## src/rtl/duckhunt_pkg.sv

```systemverilog
// Shared constants and FSM state for the duck hit scheduler.
// Score logic is built only when DUCKHIT_SCORE_EN is defined.
package duckhunt_pkg;
  localparam int DEF_N_DUCKS   = 4;
  localparam int DEF_N_BULLETS = 8;
  localparam int DEF_DUCK_W    = 32;
  localparam int DEF_DUCK_H    = 32;
  localparam int DEF_SCORE_W   = 8;

  localparam int DUCK_X_W = 11;
  localparam int POS_W    = 10;
  localparam int CMP_W    = 12;

  typedef enum logic [1:0] {
    IDLE,
    SCAN,
    REPORT
  } state_t;
endpackage

```

## src/rtl/hit_box_compare.sv

```systemverilog
// Shared bounding-box window test for one duck/bullet pair.
// Inclusive-exclusive bounds on both axes, 12-bit signed deltas.
module hit_box_compare
  import duckhunt_pkg::*;
(
  input  logic [DUCK_X_W-1:0] duck_x,
  input  logic [POS_W-1:0]    duck_y,
  input  logic [POS_W-1:0]    bullet_x,
  input  logic [POS_W-1:0]    bullet_y,
  input  logic [CMP_W-1:0]    box_w,
  input  logic [CMP_W-1:0]    box_h,
  output logic                hit
);
  logic [CMP_W-1:0] dx;
  logic [CMP_W-1:0] dy;

  // Sign bit set means the bullet lies left of / above the box.
  assign dx = {2'b00, bullet_x} - {duck_x[DUCK_X_W-1], duck_x};
  assign dy = {2'b00, bullet_y} - {2'b00, duck_y};

  assign hit = !dx[CMP_W-1] && (dx < box_w) &&
               !dy[CMP_W-1] && (dy < box_h);
endmodule

```

## src/rtl/duck_hit_scheduler.sv

```systemverilog
// Serial duck/bullet collision scan, one pair per cycle per frame.
// Define DUCKHIT_SCORE_EN to build the saturating score counter.
module duck_hit_scheduler
  import duckhunt_pkg::*;
#(
  parameter int N_DUCKS   = DEF_N_DUCKS,
  parameter int N_BULLETS = DEF_N_BULLETS,
  parameter int DUCK_W    = DEF_DUCK_W,
  parameter int DUCK_H    = DEF_DUCK_H,
  parameter int SCORE_W   = DEF_SCORE_W
) (
  input  logic                          vga_clk,
  input  logic                          reset_n,
  input  logic                          frame_tick,
  input  logic [DUCK_X_W*N_DUCKS-1:0]   duck_x,
  input  logic [POS_W*N_DUCKS-1:0]      duck_y,
  input  logic [N_DUCKS-1:0]            duck_alive,
  input  logic [POS_W*N_BULLETS-1:0]    bullet_x,
  input  logic [POS_W*N_BULLETS-1:0]    bullet_y,
  input  logic [N_BULLETS-1:0]          bullet_valid,
  output logic [N_DUCKS-1:0]            duck_hit,
  output logic [N_BULLETS-1:0]          bullet_kill,
  output logic [SCORE_W-1:0]            score,
  output logic                          busy,
  output logic                          overrun
);
  localparam int DW = (N_DUCKS > 1) ? $clog2(N_DUCKS) : 1;
  localparam int BW = (N_BULLETS > 1) ? $clog2(N_BULLETS) : 1;
  localparam logic [DW-1:0] D_LAST = DW'(N_DUCKS - 1);
  localparam logic [BW-1:0] B_LAST = BW'(N_BULLETS - 1);

  state_t state;
  state_t state_n;

  logic [DW-1:0]       d_idx;
  logic [BW-1:0]       b_idx;
  logic [DUCK_X_W-1:0] sx  [N_DUCKS];
  logic [POS_W-1:0]    sy  [N_DUCKS];
  logic [POS_W-1:0]    sbx [N_BULLETS];
  logic [POS_W-1:0]    sby [N_BULLETS];
  logic [N_DUCKS-1:0]   salive;
  logic [N_DUCKS-1:0]   hitacc;
  logic [N_BULLETS-1:0] svalid;
  logic [N_BULLETS-1:0] killacc;
  logic box_hit;
  logic take;
  logic last_pair;
  logic start;
  logic ovr;

  hit_box_compare u_cmp (
    .duck_x   (sx[d_idx]),
    .duck_y   (sy[d_idx]),
    .bullet_x (sbx[b_idx]),
    .bullet_y (sby[b_idx]),
    .box_w    (CMP_W'(DUCK_W)),
    .box_h    (CMP_W'(DUCK_H)),
    .hit      (box_hit)
  );

  assign start     = (state == IDLE) && frame_tick;
  assign last_pair = (d_idx == D_LAST) && (b_idx == B_LAST);
  // Already-credited ducks and retired bullets drop out of the scan.
  assign take = (state == SCAN) && box_hit &&
                salive[d_idx] && svalid[b_idx] &&
                !hitacc[d_idx] && !killacc[b_idx];

  always_ff @(posedge vga_clk or negedge reset_n) begin
    if (!reset_n) state <= IDLE;
    else          state <= state_n;
  end

  always_comb begin
    state_n = state;
    unique case (state)
      IDLE:    if (frame_tick) state_n = SCAN;
      SCAN:    if (last_pair) state_n = REPORT;
      REPORT:  state_n = IDLE;
      default: state_n = IDLE;
    endcase
  end

  always_ff @(posedge vga_clk or negedge reset_n) begin
    if (!reset_n) begin
      salive <= '0;
      svalid <= '0;
      for (int d = 0; d < N_DUCKS; d++) begin
        sx[d] <= '0;
        sy[d] <= '0;
      end
      for (int b = 0; b < N_BULLETS; b++) begin
        sbx[b] <= '0;
        sby[b] <= '0;
      end
    end else if (start) begin
      salive <= duck_alive;
      svalid <= bullet_valid;
      for (int d = 0; d < N_DUCKS; d++) begin
        sx[d] <= duck_x[DUCK_X_W*d +: DUCK_X_W];
        sy[d] <= duck_y[POS_W*d +: POS_W];
      end
      for (int b = 0; b < N_BULLETS; b++) begin
        sbx[b] <= bullet_x[POS_W*b +: POS_W];
        sby[b] <= bullet_y[POS_W*b +: POS_W];
      end
    end
  end

  always_ff @(posedge vga_clk or negedge reset_n) begin
    if (!reset_n) begin
      d_idx   <= '0;
      b_idx   <= '0;
      hitacc  <= '0;
      killacc <= '0;
      ovr     <= 1'b0;
    end else begin
      if (frame_tick && state != IDLE) ovr <= 1'b1;
      if (start) begin
        d_idx   <= '0;
        b_idx   <= '0;
        hitacc  <= '0;
        killacc <= '0;
      end else if (state == SCAN) begin
        if (take) begin
          hitacc[d_idx]  <= 1'b1;
          killacc[b_idx] <= 1'b1;
        end
        if (b_idx == B_LAST) begin
          b_idx <= '0;
          d_idx <= (d_idx == D_LAST) ? '0 : d_idx + 1'b1;
        end else begin
          b_idx <= b_idx + 1'b1;
        end
      end
    end
  end

  assign duck_hit    = (state == REPORT) ? hitacc : '0;
  assign bullet_kill = (state == REPORT) ? killacc : '0;
  assign busy        = (state != IDLE);
  assign overrun     = ovr;

`ifdef DUCKHIT_SCORE_EN
  logic [SCORE_W-1:0] score_q;
  logic [SCORE_W:0]   sum;

  always_comb begin
    sum = {1'b0, score_q};
    for (int d = 0; d < N_DUCKS; d++)
      sum = sum + {{SCORE_W{1'b0}}, hitacc[d]};
  end

  always_ff @(posedge vga_clk or negedge reset_n) begin
    if (!reset_n)
      score_q <= '0;
    else if (state == REPORT)
      score_q <= sum[SCORE_W] ? '1 : sum[SCORE_W-1:0];
  end

  assign score = score_q;
`else
  assign score = '0;
`endif
endmodule

```

## config.mk

```make
export PLATFORM = sky130hd
export DESIGN_NAME = duck_hit_scheduler
export DESIGN_NICKNAME = d
export VERILOG_FILES = /design/src/rtl/duckhunt_pkg.sv /design/src/rtl/hit_box_compare.sv /design/src/rtl/duck_hit_scheduler.sv
export SDC_FILE = /design/constraint.sdc
export NUM_CORES = 1
export LEC_CHECK = 0
export CAP_MARGIN = 20
export CORE_MARGIN = 1
export CORE_UTILIZATION = 51
export DETAILED_ROUTE_END_ITERATION = 16
export GPL_TIMING_DRIVEN = 1
export PLACE_DENSITY_LB_ADDON = 0.2
export SYNTH_ARGS = -nofsm -noshare
export SYNTH_HDL_FRONTEND = slang
export SYNTH_SLANG_ARGS = --single-unit
```

## constraint.sdc

```tcl
create_clock -name vga_clk -period 4.5 [get_ports vga_clk]
set_input_delay 0.45 -clock vga_clk [delete_from_list [all_inputs] [get_ports vga_clk]]
set_output_delay 0.45 -clock vga_clk [all_outputs]
set_load 0.02 [all_outputs]
```

Word level (Yosys, flattened, before mapping)
Index checks and enable logic that the tools add are counted.
Widths: inputs -> output; s select.

storage, ports and cells
  logic and storage cells = 121
  input port bits = 259
  bits in registers = 276

cells by class
  multiplexer cells = 42
  order comparisons = 8
  reduce and logical (&&, ||, !) cells = 25
  bitwise operators = 4
  $add $sub $neg = 4
  eq/ne operators = 6

operators with widths
  cell                 number
  $bmux 10 s3          2
  $mux 10              6
  $mux 8               4
  $lt 12x6->1 const B  2
  $bmux 11 s2          1
  $mux 11              2
  $bmux 10 s2          1
  $mux 4               4
  $logic_and 1x1->1    13
  $mux 2               6
  $sub 11x11->12       1
  $sub 10x10->11       1
  $mux 3               3
  $or 8x8->8           1
  $reduce_bool 2->1    4
  $bmux 1 s3           2
  $mux 1               6
  $reduce_and 2->1     3
  $bmux 1 s2           2
  $eq 2x2->1 const B   2
  $ge 4x4->1 const B   1
  $logic_not 1->1      4
  $lt 3x4->1 const B   1
  $ne 2x2->1 const B   2
  other kinds (15)     15

Logic depth before layout (Yosys ltp)
  depth after elaboration = 17
  depth in mapped cells = 17
  mapped depth without buffers = 13

Modules after synthesis
A second synthesis with hierarchy kept.

unflattened totals
  cells, all modules = 1589
  area, all modules = 13995.9 um^2

by module, submodules not included
  module              times used  sequential area each (um^2)  cells each  area an instance (um^2)
  duck_hit_scheduler  1           6906.6                       1390        12557.0
  hit_box_compare     1           0.0                          199         1438.9

Least setup slack after synthesis
No wires, ideal clock.

  path type = register -> register
  start = register b_idx[1]
  end = register hitacc[0]
  stages on the path, launching flop included = 16
  data required time = 4.424 ns
  data arrival time = 3.591 ns
  setup time = 0.076 ns
  period minus slack after synthesis = 3.667 ns
  slack = 0.833 ns
  path through = dfrtp_1 > buf_2 > buf_2 > nor3_1 > clkbuf_1 > a22oi_1 > nand4_1 > ha_1 > a21oi_1 > o21ai_0 > a21o_1 > or3_1 > a211oi_2 > nand4_1 > buf_2 > o21ai_1

on the way
  word-level cells in the longest chain between the ends = 16
  elaborated cells between the ends (all ways) = 28
  classes of those cells = 2 x add/sub; 2 x order compare; 10 x mux; 1 x bitwise; 13 x reduce/logical

RTL lines
  item                                            RTL line                                            text
  start: declaration                              duck_hit_scheduler.sv:36                            logic [BW-1:0] b_idx;
  start signal: assignment                        duck_hit_scheduler.sv:132                           b_idx <= b_idx + 1'b1;
  $not 3->4 (implied by the code)                 duck_hit_scheduler.sv:54, duck_hit_scheduler.sv:55
  $bmux 10 s3                                     duck_hit_scheduler.sv:54                            .bullet_x (sbx[b_idx]),
  $mux 10 (implied by the code) (2 in series)     duck_hit_scheduler.sv:54
  $sub 11x11->12                                  hit_box_compare.sv:18                               assign dx = {2'b00, bullet_x} - {duck_x[DUCK_X_W-1], duck_x};
  $lt 12x6->1 or $logic_not 1->1 (tied branches)  hit_box_compare.sv:21                               assign hit = !dx[CMP_W-1] && (dx < box_w) &&
  $logic_and 1x1->1 (2 in series)                 hit_box_compare.sv:21
  $logic_and 1x1->1                               hit_box_compare.sv:22                               !dy[CMP_W-1] && (dy < box_h);
  $logic_and 1x1->1 (2 in series)                 duck_hit_scheduler.sv:64                            assign take = (state == SCAN) && box_hit &&
  $logic_and 1x1->1 (2 in series)                 duck_hit_scheduler.sv:65                            salive[d_idx] && svalid[b_idx] &&
  $logic_and 1x1->1 (*)                           duck_hit_scheduler.sv:66                            !hitacc[d_idx] && !killacc[b_idx];
  $reduce_bool 2->1 (no line) (*)                 n/a
  $reduce_and 2->1 (no line) (*)                  n/a
  end signal: assignment                          duck_hit_scheduler.sv:113                           hitacc <= '0;
  end signal: assignment                          duck_hit_scheduler.sv:121                           hitacc <= '0;
  end signal: indexed assignment                  duck_hit_scheduler.sv:125                           hitacc[d_idx] <= 1'b1;
  end: declaration                                duck_hit_scheduler.sv:42                            logic [N_DUCKS-1:0] hitacc;

Every way passes the cells marked *; elsewhere a longest branch is shown, timed or not. The select of a mux whose other input is x is not followed.
A chain may end at the register's enable or synchronous reset.

Worst setup path in the final report
  start = register b_idx[2]
  end = register killacc[0]

on the way
  word-level cells in the longest chain between the ends = 16
  elaborated cells between the ends (all ways) = 37
  classes of those cells = 2 x add/sub; 4 x order compare; 15 x mux; 2 x bitwise; 14 x reduce/logical

RTL lines
  item                                            RTL line                                            text
  $not 3->4 (implied by the code)                 duck_hit_scheduler.sv:54, duck_hit_scheduler.sv:55
  $bmux 10 s3                                     duck_hit_scheduler.sv:54
  $mux 10 (implied by the code) (2 in series)     duck_hit_scheduler.sv:54
  $sub 11x11->12                                  hit_box_compare.sv:18
  $lt 12x6->1 or $logic_not 1->1 (tied branches)  hit_box_compare.sv:21
  $logic_and 1x1->1 (2 in series)                 hit_box_compare.sv:21
  $logic_and 1x1->1                               hit_box_compare.sv:22
  $logic_and 1x1->1 (2 in series)                 duck_hit_scheduler.sv:64
  $logic_and 1x1->1 (2 in series)                 duck_hit_scheduler.sv:65
  $logic_and 1x1->1                               duck_hit_scheduler.sv:66
  $reduce_bool 2->1 (no line)                     n/a
  $reduce_and 2->1 (no line)                      n/a
  end signal: assignment                          duck_hit_scheduler.sv:114                           killacc <= '0;
  end signal: assignment                          duck_hit_scheduler.sv:122                           killacc <= '0;
  end signal: indexed assignment                  duck_hit_scheduler.sv:126                           killacc[b_idx] <= 1'b1;
  end: declaration                                duck_hit_scheduler.sv:44                            logic [N_BULLETS-1:0] killacc;

Parallel ways exist; a longest one is shown, timed or not. The select of a mux whose other input is x is not followed.

==> results.md <==
- Pwr dens: 720 nW/um^2
- # rows: 58
- Crit-path cells: nand2_1 > nor2_2 > a22o_1 > a221oi_1 > nand3_1 > ha_1 > a21oi_1 > o21ai_0 > a21o_1 > or3_1 > a211oi_2 > nand4_1 > o21ai_0
- Depth of the CTS H-tree: 1
- #FFs+latches synth: around 280
- Post-synth EDFFs: 0
- Post-Synthesis Cells: between 1.5k and 2k
- Yosys cell types: 52
- Root Buffer: clkbuf_16
- Final Cycle Share: 0.912
- Overall via count from detail_route: about 11k
- Worst-case clock buffer depth: 3
- Main combinational cell family by area after synthesis: simple AND/OR/NAND/NOR gates
- Wire length on met3: roughly 3.2 mm
- Post-Synth Simple-Gate Area: 0.272
- Area share of fa/ha/maj cells after synthesis: 0.0230
- Compound-Gate Fraction of Synth Area: 0.0884
- Status: finished with violations
- Final Max Tran Viols: 0
- Non-Filler Instances: around 2.1k
- Initial antenna violation count: 0
- R2r setup slk: 0.39 ns
- Max_cap viols: 0
- Worst Setup Start Kind: register
- Setup Fix Bufs, Post-CTS: 0
- Die height: about 160 um
- Remaining DRCs: 0
- Failing checks: negative hold slack
- Cell Count Post-Placement: ~2.0k
- Final design area excluding fillers: 17100 sq um
- Vias in the first global route: roughly 11k
- Max layer used: met4
- Drt pass-1 iters: 6
- Top Ports: ~280
- Commonest non-fill, non-tap cell in the layout: nand2_1
- Worst-Margin Slew: about 0.88 ns
- Top_reg_cell synth: dfrtp_1
- Leak: between 8 and 9 nW
- Total Power: between 0.01 and 0.015 W
- Clock Skews: between 0.007 and 0.008 ns
- Core ar.: about 25000 sq um
- Grt total ovfl: 0
- Yosys warns: 0
- Critical Path Max Stage Delay: slightly below 0.6 ns
- Hold_ws: -0.0419 ns
- Worst-case vdd ir drop: between 0.0003 and 0.0004 V
- First-pass GRT wire length: 59.9 mm
- Clock slew seen by the registers of the worst setup and hold paths: 0.06 ns
- Starting Density: 0.519
- Endpoints failing setup: 0
- Clk sinks: 276
- Nets: ~2.0k
- Worst path most repeated cell: o21ai_0
- Worst Path Max Fanout: 16
- Vias/cell: ~5.4
- Worst hold path class: in2async
- Avg WL per Cell: 18.1 um
- CTS resizes: 0
- Antenna Cells: 0
- Share of cells above drive strength 1: 0.0594
- Crit path capture type: register
- Synthesized cell area: approximately 13000 sq um
- Max-slew headroom: 0.416
- Final wirelength: 38.1 mm
- Gpl congestion: about 1.0
- Placement Cell Area: between 15000 and 20000 sq um
- Mux contribution to synthesized area: 0.0453
- Asr flop ratio synth: 1.00
- Die area: 26300 sq um
- Estimated wirelength of the detail-placed design: ~27 mm
- Layout area overhead: 30.5%
- Maximum clock rate: around 240 MHz
- R2R depth: 13
- Die width: approximately 160 um
- Synthesized area per cell: just under 9 sq um
- CTS Buf Count: 28
- Fin crit period: just over 4 ns
- Unrepaired setup endpoints after global routing: no
- Commonest cells after routing, fill and taps aside: 788 x nand2_1, 275 x dfrtp_1, 271 x clkdlybuf4s50_1
- CTS tree: done
- Critical R2R Launch: b_idx[2]
- Worst skew pair latency: around 0.55 ns
- Worst r2r dst: killacc[0]
- Met1 Wirelength: 16.4 mm
- Hold_buf cts: 0
- Final Hold Fails: 31
- DR iter-0 viols: roughly 1000
- Xor and xnor area share after synthesis: 0.00201
- Sequential fraction of the synthesis area: 0.529
- IO buf count: ~270
- Setup TNS: 0 ns
- Met2 routed WL: around 17 mm
- Worst EP required: approximately 5.0 ns
- WP data arrival: 4.56 ns
- Pin count of the biggest net entering global routing: around 110
- Slowest CP cell: dfrtp_1
- Gr usage total: 0.294
- Type of the worst setup path: reg2reg
- DRT antenna net count: 0
[logic make-up (layout without fill, tap and decap cells)]
family,after synthesis,after routing
AOI/OAI and AO/OA,158,158
xor gates and xnor gates,3,3
adders and majority gates,24,24
buffers and inverters,123,374
DFF,276,276
muxes,31,31
other,1,8
and+or+nand+nor,895,895
[per-stage QoR]
stage / hold slack [ns] / utilization / setup WS (ns)
3_5_place_dp: 0.449 / 0.638 / 0.515
2_1_floorplan: 0.154 / - / 0.833
3_3_place_gp: 0.450 / 0.638 / 0.625
4_1_cts: 0.00256 / 0.677 / 0.455
5_1_grt: 0.0176 / 0.677 / 0.0479
6_report: -0.0419 / 0.677 / 0.394
[critical path: cells and delay by family (launching register included)]
kind            cells  cell delay (ns)
flops               1             0.58
fa+ha+maj           1             0.28
compound gates      7             1.69
simple gates        5             1.45
[synthesized netlist by cell type (all sizes together), types with 2 or more instances]
cell type / n / area share
nand2: 789 / 0.23
dfrtp: 276 / 0.53
a22oi: 69 / 0.040
clkbuf: 68 / 0.020
inv: 28 / 0.0080
buf: 27 / 0.013
ha: 24 / 0.023
mux4: 22 / 0.038
o21ai: 22 / 0.0084
nand3: 21 / 0.0080
nor2: 21 / 0.0060
nand4: 16 / 0.0077
and2: 15 / 0.0072
a21oi: 12 / 0.0046
a21o: 11 / 0.0063
a22o: 9 / 0.0060
a221oi: 8 / 0.0054
and3: 8 / 0.0038
nor2b: 8 / 0.0038
mux2i: 7 / 0.0054
nand2b: 5 / 0.0024
a31oi: 4 / 0.0019
nor3: 4 / 0.0015
o211ai: 4 / 0.0023
a211oi: 3 / 0.0021
o21a: 3 / 0.0017
xnor2: 3 / 0.0020
a311o: 2 / 0.0015
and4: 2 / 0.0013
mux2: 2 / 0.0017
nand3b: 2 / 0.0011
nor4: 2 / 0.00096
o221ai: 2 / 0.0018
o31a: 2 / 0.0013
or3: 2 / 0.00096
[worst max path at each step]
| stage | endpoint | from | slack (ns) |
|---|---|---|---|
| after CTS | killacc[0] | b_idx[2] | 0.45 |
| after floorplan | hitacc[0] | b_idx[1] | 0.83 |
| final | killacc[0] | b_idx[2] | 0.39 |
| after global routing | killacc[0] | b_idx[2] | 0.05 |
| after detailed placement | killacc[0] | b_idx[2] | 0.52 |
| after global placement | killacc[7] | b_idx[2] | 0.62 |
[state kept, by name (all words and copies together) (netlist names), 3 cells and up]
register / count
sbx: 80
sby: 80
sx: 44
sy: 40
killacc: 8
svalid: 8
hitacc: 4
salive: 4
b_idx: 3
[report_power, final]
| group | internal, W | switching, W |
|---|---|---|
| registers | 0.00354 | 0.000806 |
| logic | 0.00233 | 0.00315 |
| clock network | 0.00150 | 0.000964 |
| total | 0.00736 | 0.00492 |
[layout make-up]
type	instances	area, sq um
fill	2019	8130
sequential	276	6910
multi-input combinational	1119	5680
timing repair buffer	296	2970
clock buffer	41	831
tap	330	413
clock inverter	9	145
inverter	28	105
[layer usage]
layer | global-route usage | vias to the layer above
met1 | 0.417 | 5358
met3 | 0.0508 | 96
met5 | 0 | -
met2 | 0.463 | 533
met4 | 0.0896 | 0
li1 | - | 5377
(Power assumes the default switching activity.)
